--- src/rtl/alu_pipe_pkg.sv ---
// alu_pipe_pkg: opcode encodings and legality helper shared by alu_pipe_gen and alu_pipe_exec
package alu_pipe_pkg;
  typedef logic [3:0] func_t;
  localparam func_t OP_ADD = 4'd0;
  localparam func_t OP_SUB = 4'd1;
  localparam func_t OP_MUL = 4'd2;
  localparam func_t OP_AND = 4'd3;
  localparam func_t OP_OR  = 4'd4;
  localparam func_t OP_XOR = 4'd5;
  localparam func_t OP_A   = 4'd6;
  localparam func_t OP_B   = 4'd7;
  localparam func_t OP_IMM = 4'd8;
  localparam func_t OP_LAST_LEGAL = OP_IMM;
  function automatic logic is_legal(input func_t f);
    return f <= OP_LAST_LEGAL;
  endfunction
endpackage

--- src/rtl/alu_pipe_exec.sv ---
// alu_pipe_exec: combinational ALU; all results wrap modulo 2**DW, illegal opcodes yield 0
module alu_pipe_exec
  import alu_pipe_pkg::*;
#(
  parameter int DW = 16
) (
  input  logic [DW-1:0] a,
  input  logic [DW-1:0] b,
  input  logic [DW-1:0] imm,
  input  func_t         func,
  output logic [DW-1:0] z,
  output logic          illegal
);
  always_comb begin
    illegal = !is_legal(func);
    case (func)
      OP_ADD:  z = a + b;
      OP_SUB:  z = a - b;
      OP_MUL:  z = a * b;
      OP_AND:  z = a & b;
      OP_OR:   z = a | b;
      OP_XOR:  z = a ^ b;
      OP_A:    z = a;
      OP_B:    z = b;
      OP_IMM:  z = imm;
      default: z = '0;
    endcase
  end
endmodule

--- src/rtl/alu_pipe_gen.sv ---
// alu_pipe_gen: operand read -> execute -> regbank writeback -> memory store pipeline.
// ALU_FWD_EN: bypass operands from S2/S3 with no issue stall; otherwise RAW hazards stall issue.
module alu_pipe_gen
  import alu_pipe_pkg::*;
#(
  parameter  int DW   = 16,
  parameter  int NREG = 16,
  parameter  int AW   = 8,
  localparam int RW   = $clog2(NREG)
) (
  input  logic          clk,
  input  logic          rst,
  input  logic          in_valid,
  output logic          in_ready,
  input  logic [RW-1:0] rs1,
  input  logic [RW-1:0] rs2,
  input  logic [RW-1:0] rd,
  input  func_t         func,
  input  logic [DW-1:0] imm,
  input  logic [AW-1:0] addr,
  output logic          out_valid,
  output logic [DW-1:0] out_z,
  output logic          out_err,
  input  logic [AW-1:0] mem_raddr,
  output logic [DW-1:0] mem_rdata
);
  typedef struct packed {
    logic          valid;
    logic [RW-1:0] rd;
    func_t         func;
    logic [AW-1:0] addr;
    logic [DW-1:0] data;
  } stage_t;

  stage_t        s1_d, s1_q;
  logic [DW-1:0] regbank_q [NREG];
  logic [DW-1:0] mem_q [2**AW];
  logic [DW-1:0] a_q, b_q, op_a, op_b, ex_z, s2_z_q, s3_z_q;
  logic [RW-1:0] s2_rd_q;
  logic [AW-1:0] s2_addr_q, s3_addr_q;
  logic          accept, ex_illegal, s2_valid_q, s2_err_q, s2_we, s3_we_q;

  assign accept = in_valid && in_ready;
  assign s2_we  = s2_valid_q && !s2_err_q;
  assign s1_d   = '{valid: accept, rd: rd, func: func, addr: addr, data: imm};

`ifdef ALU_FWD_EN
  logic [RW-1:0] rs1_q, rs2_q, s3_rd_q;
  assign in_ready = !rst;
  // youngest producer wins: S2 result first, then the data S3 just wrote back
  assign op_a = (s2_we && s2_rd_q == rs1_q) ? s2_z_q : (s3_we_q && s3_rd_q == rs1_q) ? s3_z_q : a_q;
  assign op_b = (s2_we && s2_rd_q == rs2_q) ? s2_z_q : (s3_we_q && s3_rd_q == rs2_q) ? s3_z_q : b_q;
  always_ff @(posedge clk) begin
    rs1_q   <= rs1;
    rs2_q   <= rs2;
    s3_rd_q <= s2_rd_q;
  end
`else
  // hold issue until any in-flight writer of rs1/rs2 has reached the regbank
  assign in_ready = !rst
                 && !(s1_q.valid && (s1_q.rd == rs1 || s1_q.rd == rs2))
                 && !(s2_valid_q && (s2_rd_q == rs1 || s2_rd_q == rs2));
  assign op_a = a_q;
  assign op_b = b_q;
`endif

  alu_pipe_exec #(.DW(DW)) u_exec (
    .a       (op_a),
    .b       (op_b),
    .imm     (s1_q.data),
    .func    (s1_q.func),
    .z       (ex_z),
    .illegal (ex_illegal)
  );

  always_ff @(posedge clk) begin
    if (rst) begin
      s1_q       <= '0;
      s2_valid_q <= 1'b0;
      s2_err_q   <= 1'b0;
      s3_we_q    <= 1'b0;
      out_valid  <= 1'b0;
      out_z      <= '0;
      out_err    <= 1'b0;
    end else begin
      s1_q       <= s1_d;
      s2_valid_q <= s1_q.valid;
      s2_err_q   <= ex_illegal;
      s3_we_q    <= s2_we;
      out_valid  <= s2_valid_q;
      out_err    <= s2_valid_q && s2_err_q;
      if (s2_valid_q) out_z <= s2_z_q;
    end
    a_q       <= regbank_q[rs1];
    b_q       <= regbank_q[rs2];
    s2_rd_q   <= s1_q.rd;
    s2_addr_q <= s1_q.addr;
    s2_z_q    <= ex_z;
    s3_addr_q <= s2_addr_q;
    s3_z_q    <= s2_z_q;
  end

  always_ff @(posedge clk) begin
    if (rst) regbank_q <= '{default: '0};
    else if (s2_we) regbank_q[s2_rd_q] <= s2_z_q;
  end

  always_ff @(posedge clk) begin
    if (!rst && s3_we_q) mem_q[s3_addr_q] <= s3_z_q;
    mem_rdata <= rst ? '0 : mem_q[mem_raddr];
  end
endmodule

--- config.mk ---
export PLATFORM = sky130hd
export DESIGN_NAME = alu_pipe_gen
export DESIGN_NICKNAME = d
export VERILOG_FILES = /design/src/rtl/alu_pipe_pkg.sv /design/src/rtl/alu_pipe_exec.sv /design/src/rtl/alu_pipe_gen.sv
export SDC_FILE = /design/constraint.sdc
export NUM_CORES = 2
export LEC_CHECK = 0
export CORE_ASPECT_RATIO = 0.8
export CORE_MARGIN = 1
export CORE_UTILIZATION = 50
export DETAILED_ROUTE_END_ITERATION = 6
export GPL_TIMING_DRIVEN = 0
export PLACE_DENSITY = 0.68
export REMOVE_ABC_BUFFERS = 1
export SYNTH_ARGS = -nofsm -noshare
export SYNTH_HDL_FRONTEND = slang
export SYNTH_SLANG_ARGS = --single-unit
--- constraint.sdc ---
create_clock -name clk -period 5.02 [get_ports clk]
set_clock_uncertainty 0.1 [all_clocks]
set_input_delay 1.004 -clock clk [delete_from_list [all_inputs] [get_ports clk]]
set_output_delay 1.004 -clock clk [all_outputs]
set_load 0.005 [all_outputs]
==> results.md <==
- In this run the mean area of a mapped cell was 20.7 sq um.
- The end point of the most critical hold path is s3_addr_q[1]$_DFF_P_.
- The total count of max-transition violations in the final report is 0.
- The share of power burned in the clock network is 0.419.
- For this design the ratio of total power to cell area is 369 mW/mm^2.
- Of the post-synthesis cell area, the dominant cell type holds 0.688.
- The run finished, with violations left.
- The I/O pin count is 86.
- The standard-cell row count is 195.
- The capturing element type of the critical path is a register.
- The global-route usage over all layers is 0.242.
- The clock net in this run drives a total of 4506 sinks.
- For the pin with the worst max-slew slack, the measured transition is 1.37 ns.
- The distinct cell type count after synthesis is 56.
- The clock tree synthesis step divided the H-tree into 5 levels.
- IR analysis of the VDD net gives a maximum drop of 0.000309 V.
- In this run the critical register-to-register path is captured at s2_z_q[15]$_SDFF_PN0_.
- After legalization and detailed placement, the total HPWL measured 269000 um.
- The count of nets left with antenna violations after detail routing is 0.
- Summed over all nets, the switching power comes to 16.0 mW.
- The portion of netlist area occupied by mux cells is 0.190.
- Measured along the x axis, the die boundary spans 670 um.
- The async set-or-reset flop fraction in the synthesized netlist is 0.
- Data on the critical path is required at its endpoint by 5.74 ns.
- Of the total synthesized cell area, the portion taken by AND, OR, NAND and NOR gates is 0.0271.
- The synthesized netlist cell count is 8649.
- The setup slack of the worst register-to-register path is -0.42 ns.
- The leakage component of the power is 65.1 nW.
- Of the total synthesized cell area, the portion taken by full adders, half adders and majority gates is 0.0159.
- The maximum fanout count along the critical path is 4.
- Counting instances in the post-synthesis netlist gives the leading cell types as sky130_fd_sc_hd__edfxtp_1 (4096), sky130_fd_sc_hd__mux4_2 (1440), sky130_fd_sc_hd__nand2_1 (655), sky130_fd_sc_hd__dfxtp_1 (410), sky130_fd_sc_hd__nor2_1 (372).
- Of the cells placed in the final design, the portion with a size suffix greater than 1 is 0.305.
- The number of enable flip-flop cells after synthesis is 4096.
- The pre-antenna-repair detailed-routing pass consisted of 7 iterations.
- The smallest setup slack after layout is -0.418 ns.
- The number of global-route vias before repair is 88.1k.
- The tool flagged a number of max-cap violations equal to 0.
- The total standard cell area after synthesis is 0.179 sq mm.
- The worst pin sits at a relative slew slack of 0.0843.
- The worst path in the final design needs a cycle of 5.44 ns, including I/O delays and setup.
- The die footprint is 0.360 sq mm.
- The maximum number of pins on one net before global-route repair is 159.
- The first global-routing pass estimated 631000 um of wire.
- In this run, post-CTS hold repair placed 0 buffers.
- The xor/xnor cell area share of the yosys netlist is 0.00397.
- For this run, the register share of the synthesized area comes to 0.734.
- The worst register-to-register path begins at b_q[1]$_DFF_P_.
- The area growth from synthesis to layout is 15.1%.
- The number of vias per cell is 6.27.
- The most common cell in the synthesized netlist is sky130_fd_sc_hd__edfxtp_1.
- Setup violations remaining at the end of the flow were counted as 6.
- The CTS clock-pin slew for the worst setup and hold paths is 0.06 ns.
- The area of the core is 0.354 sq mm.
- The final layout contains 9240 nets.
- Derived from the worst setup path, the maximum achievable clock frequency is 0.184 GHz.
- Ranked by total cell area, the synthesized netlist is headed by sky130_fd_sc_hd__edfxtp_1 (69%), sky130_fd_sc_hd__mux4_2 (18%), sky130_fd_sc_hd__dfxtp_1 (4.6%).
- In the routed design, unresolved DRC markers number 6.
- At the end of routability-driven placement, the weighted congestion stood at 0.914.
- The final cycle utilization of the critical path is 1.08.
- The sequential fraction of design power is 0.538.
- The number of cells on the worst reg-to-reg path is 19.
- The checks that failed: DRC, setup timing.
- Clock tree synthesis inserted a total of 422 buffers.
- Measured on the finished design, the core utilization comes to 0.580.
- The die is 537 um tall.
- Summing all placed instances gives a cell area of 0.190 sq mm.
- The fraction of the mapped netlist area in compound gates was 0.0145.
- The cell accounting for the most synthesized area is sky130_fd_sc_hd__edfxtp_1.
- The total area of multi-input combinational cells is 0.0461 sq mm.
- Prior to clock tree synthesis, the placed netlist has a worst setup slack of -2.46 ns.
- The initial utilization of the core area, before any placement, comes to 0.504.
- The longest clock path from root to sink contains 4 buffers.
- Setup repair after global routing could not meet its margin everywhere.
- The critical path is of the register to register type.
- The via count is 88.6k.
- The worst path arrival time is 6.16 ns.
- The DRC marker count from the first detailed-route iteration is 12.2k.
- The flip-flop and latch count after synthesis is 4506.
- The number of fillers in the final layout is 24.9k.
- After detailed routing, the average wire length per cell comes to 31.1 um.
- The overflow left after global routing is 0.
- TritonCTS built the clock tree.
- STA classifies the critical path startpoint as a register.
- In the synthesized netlist the dominant register cell turns out to be sky130_fd_sc_hd__edfxtp_1.
- During placement, the flow inserted port buffers numbering 85.
- The later pin in the worst-skew pair is clocked with a latency of 1.02 ns.
- After synthesis, the largest family of logic cells by area is multiplexers.
- The final-report hold violation count is 0.
- The depth of the worst hold-timing path is 0.
- The number of antenna violations at the first check in global routing is 21.
- The worst hold path belongs to the class register to register.
- The part of the total power dissipated in combinational logic is 0.044.
- Cell internal power was estimated by the tool at 60.0 mW.
- With fillers left out, the area of the finished cells amounts to 0.206 sq mm.
- The number of warnings reported in the yosys synthesis log is 0.
- The worst hold path startpoint is s2_addr_q[1]$_DFF_P_.
- Of the total power, the share spent switching nets is 0.210.
- The final routed wirelength across all metal layers is 438000 um.
- Clock tree synthesis selected as its root buffer the cell sky130_fd_sc_hd__clkbuf_16.
- Summing all flip-flop and latch instances after layout gives 0.131 sq mm.
-- placed cells by master (no fill, tap or decap), drive strengths merged, types with 21 or more instances in the layout --
master | netlist | final
edfxtp | 4096 | 4096
mux4 | 1440 | 1440
nand2 | 655 | 655
clkbuf | 354 | 542
dfxtp | 410 | 410
buf | 172 | 382
nor2 | 372 | 372
a21oi | 283 | 283
clkinv | 2 | 178
mux2i | 144 | 144
inv | 132 | 138
ha | 97 | 97
fa | 81 | 81
clkdlybuf4s50 | 0 | 71
o22ai | 65 | 65
xnor2 | 61 | 61
nor2b | 53 | 53
nand3 | 37 | 37
bufinv | 0 | 35
diode | 0 | 25
clkinvlp | 0 | 21
o21ai | 21 | 21
-- through the flow --
step           hold slack [ns]  power, mW  std cells  TNS, ns
6_report                 0.237       75.9      14100    -1.50
4_1_cts                  0.187       76.4      14100    -1.56
5_1_grt                  0.214       77.9      14100    -2.30
2_1_floorplan            0.210       43.2       8123   -0.226
3_5_place_dp             0.212       44.9      13300   -40.93
3_3_place_gp             0.217       50.4      12900        -
-- layer usage --
layer  wire, um  up-vias  global-route usage
li1           -    36200                   -
met2     200000     4615               0.362
met1     181000    47100               0.367
met3      44000      706              0.0452
met5         10        -                   0
met4      12900        2              0.0739
-- cell type report --
cell class              count  share of cell area
repair buffers            464              0.0382
diodes                     25            0.000304
clock buffers             541              0.0550
flip-flops and latches   4506               0.639
clock inverters           238              0.0119
inverters                 134             0.00265
multi-input cells        3483               0.224
well taps                4728              0.0288
-- worst max-delay path: stages, from the launching register on --
cell                         delay [ns]
sky130_fd_sc_hd__dfxtp_4           0.38
sky130_fd_sc_hd__clkinvlp_4        0.09
sky130_fd_sc_hd__buf_6             0.13
sky130_fd_sc_hd__nor2_4            0.04
sky130_fd_sc_hd__fa_1              0.58
sky130_fd_sc_hd__inv_2             0.05
sky130_fd_sc_hd__fa_1              0.47
sky130_fd_sc_hd__inv_1             0.05
sky130_fd_sc_hd__fa_1              0.46
sky130_fd_sc_hd__fa_1              0.49
sky130_fd_sc_hd__inv_1             0.05
sky130_fd_sc_hd__fa_1              0.46
sky130_fd_sc_hd__fa_2              0.60
sky130_fd_sc_hd__inv_2             0.06
sky130_fd_sc_hd__ha_4              0.16
sky130_fd_sc_hd__or3_4             0.38
sky130_fd_sc_hd__o21ai_4           0.08
sky130_fd_sc_hd__a21oi_4           0.07
sky130_fd_sc_hd__xnor2_2           0.16
sky130_fd_sc_hd__a221o_2           0.43
-- power groups by stage --
stage          logic (mW)  clock network (mW)  registers [mW]
2_1_floorplan        1.40                   0            41.8
3_3_place_gp         8.36                   0            42.1
3_5_place_dp         3.24                   0            41.6
4_1_cts              3.32                32.2            40.8
5_1_grt              3.46                33.7            40.8
6_report             3.31                31.8            40.8
-- sequential cells by signal, summed over array words and instances, names as in the netlist --
name        count
s2_addr_q       8
b_q            16
s3_z_q         16
out_z          16
mem_rdata      16
out_err         1
s3_we_q         1
s2_err_q        1
s3_addr_q       8
s2_rd_q         4
out_valid       1
s2_z_q         16
a_q            16
mem_q        4096
s2_valid_q      1
s1_q           33
regbank_q     256
-- how the worst max path moves through the flow --
stage	slack, ns	start	end
floorplan	-0.14	b_q[1]$_DFF_P_	s2_z_q[15]$_SDFF_PN0_
finish	-0.42	b_q[1]$_DFF_P_	s2_z_q[15]$_SDFF_PN0_
CTS	-0.37	b_q[1]$_DFF_P_	s2_z_q[15]$_SDFF_PN0_
detailed placement	-2.46	mem_raddr[0]	mem_rdata[7]$_SDFF_PP0_
global route	-0.55	a_q[5]$_DFF_P_	s2_z_q[13]$_SDFF_PN0_
global placement	-65.69	mem_raddr[0]	mem_rdata[0]$_SDFF_PP0_
-- cells by family (layout without fill, tap and decap cells) --
family / after synthesis / after routing
flops: 4506 / 4506
mux: 1584 / 1584
simple gates: 1192 / 1192
buf+inv: 660 / 1377
compound gates: 448 / 448
fa+ha+maj: 178 / 178
xor+xnor: 81 / 81
other cells: 0 / 25
-- repair_timing --
item / in CTS / in global routing
gates cloned: 11 / 1
buffers inserted: 44 / 8
resized for setup: 133 / 58
pin swaps: 32 / 43
setup endpoints to repair: 26 / 18
(Power assumes the default switching activity.)
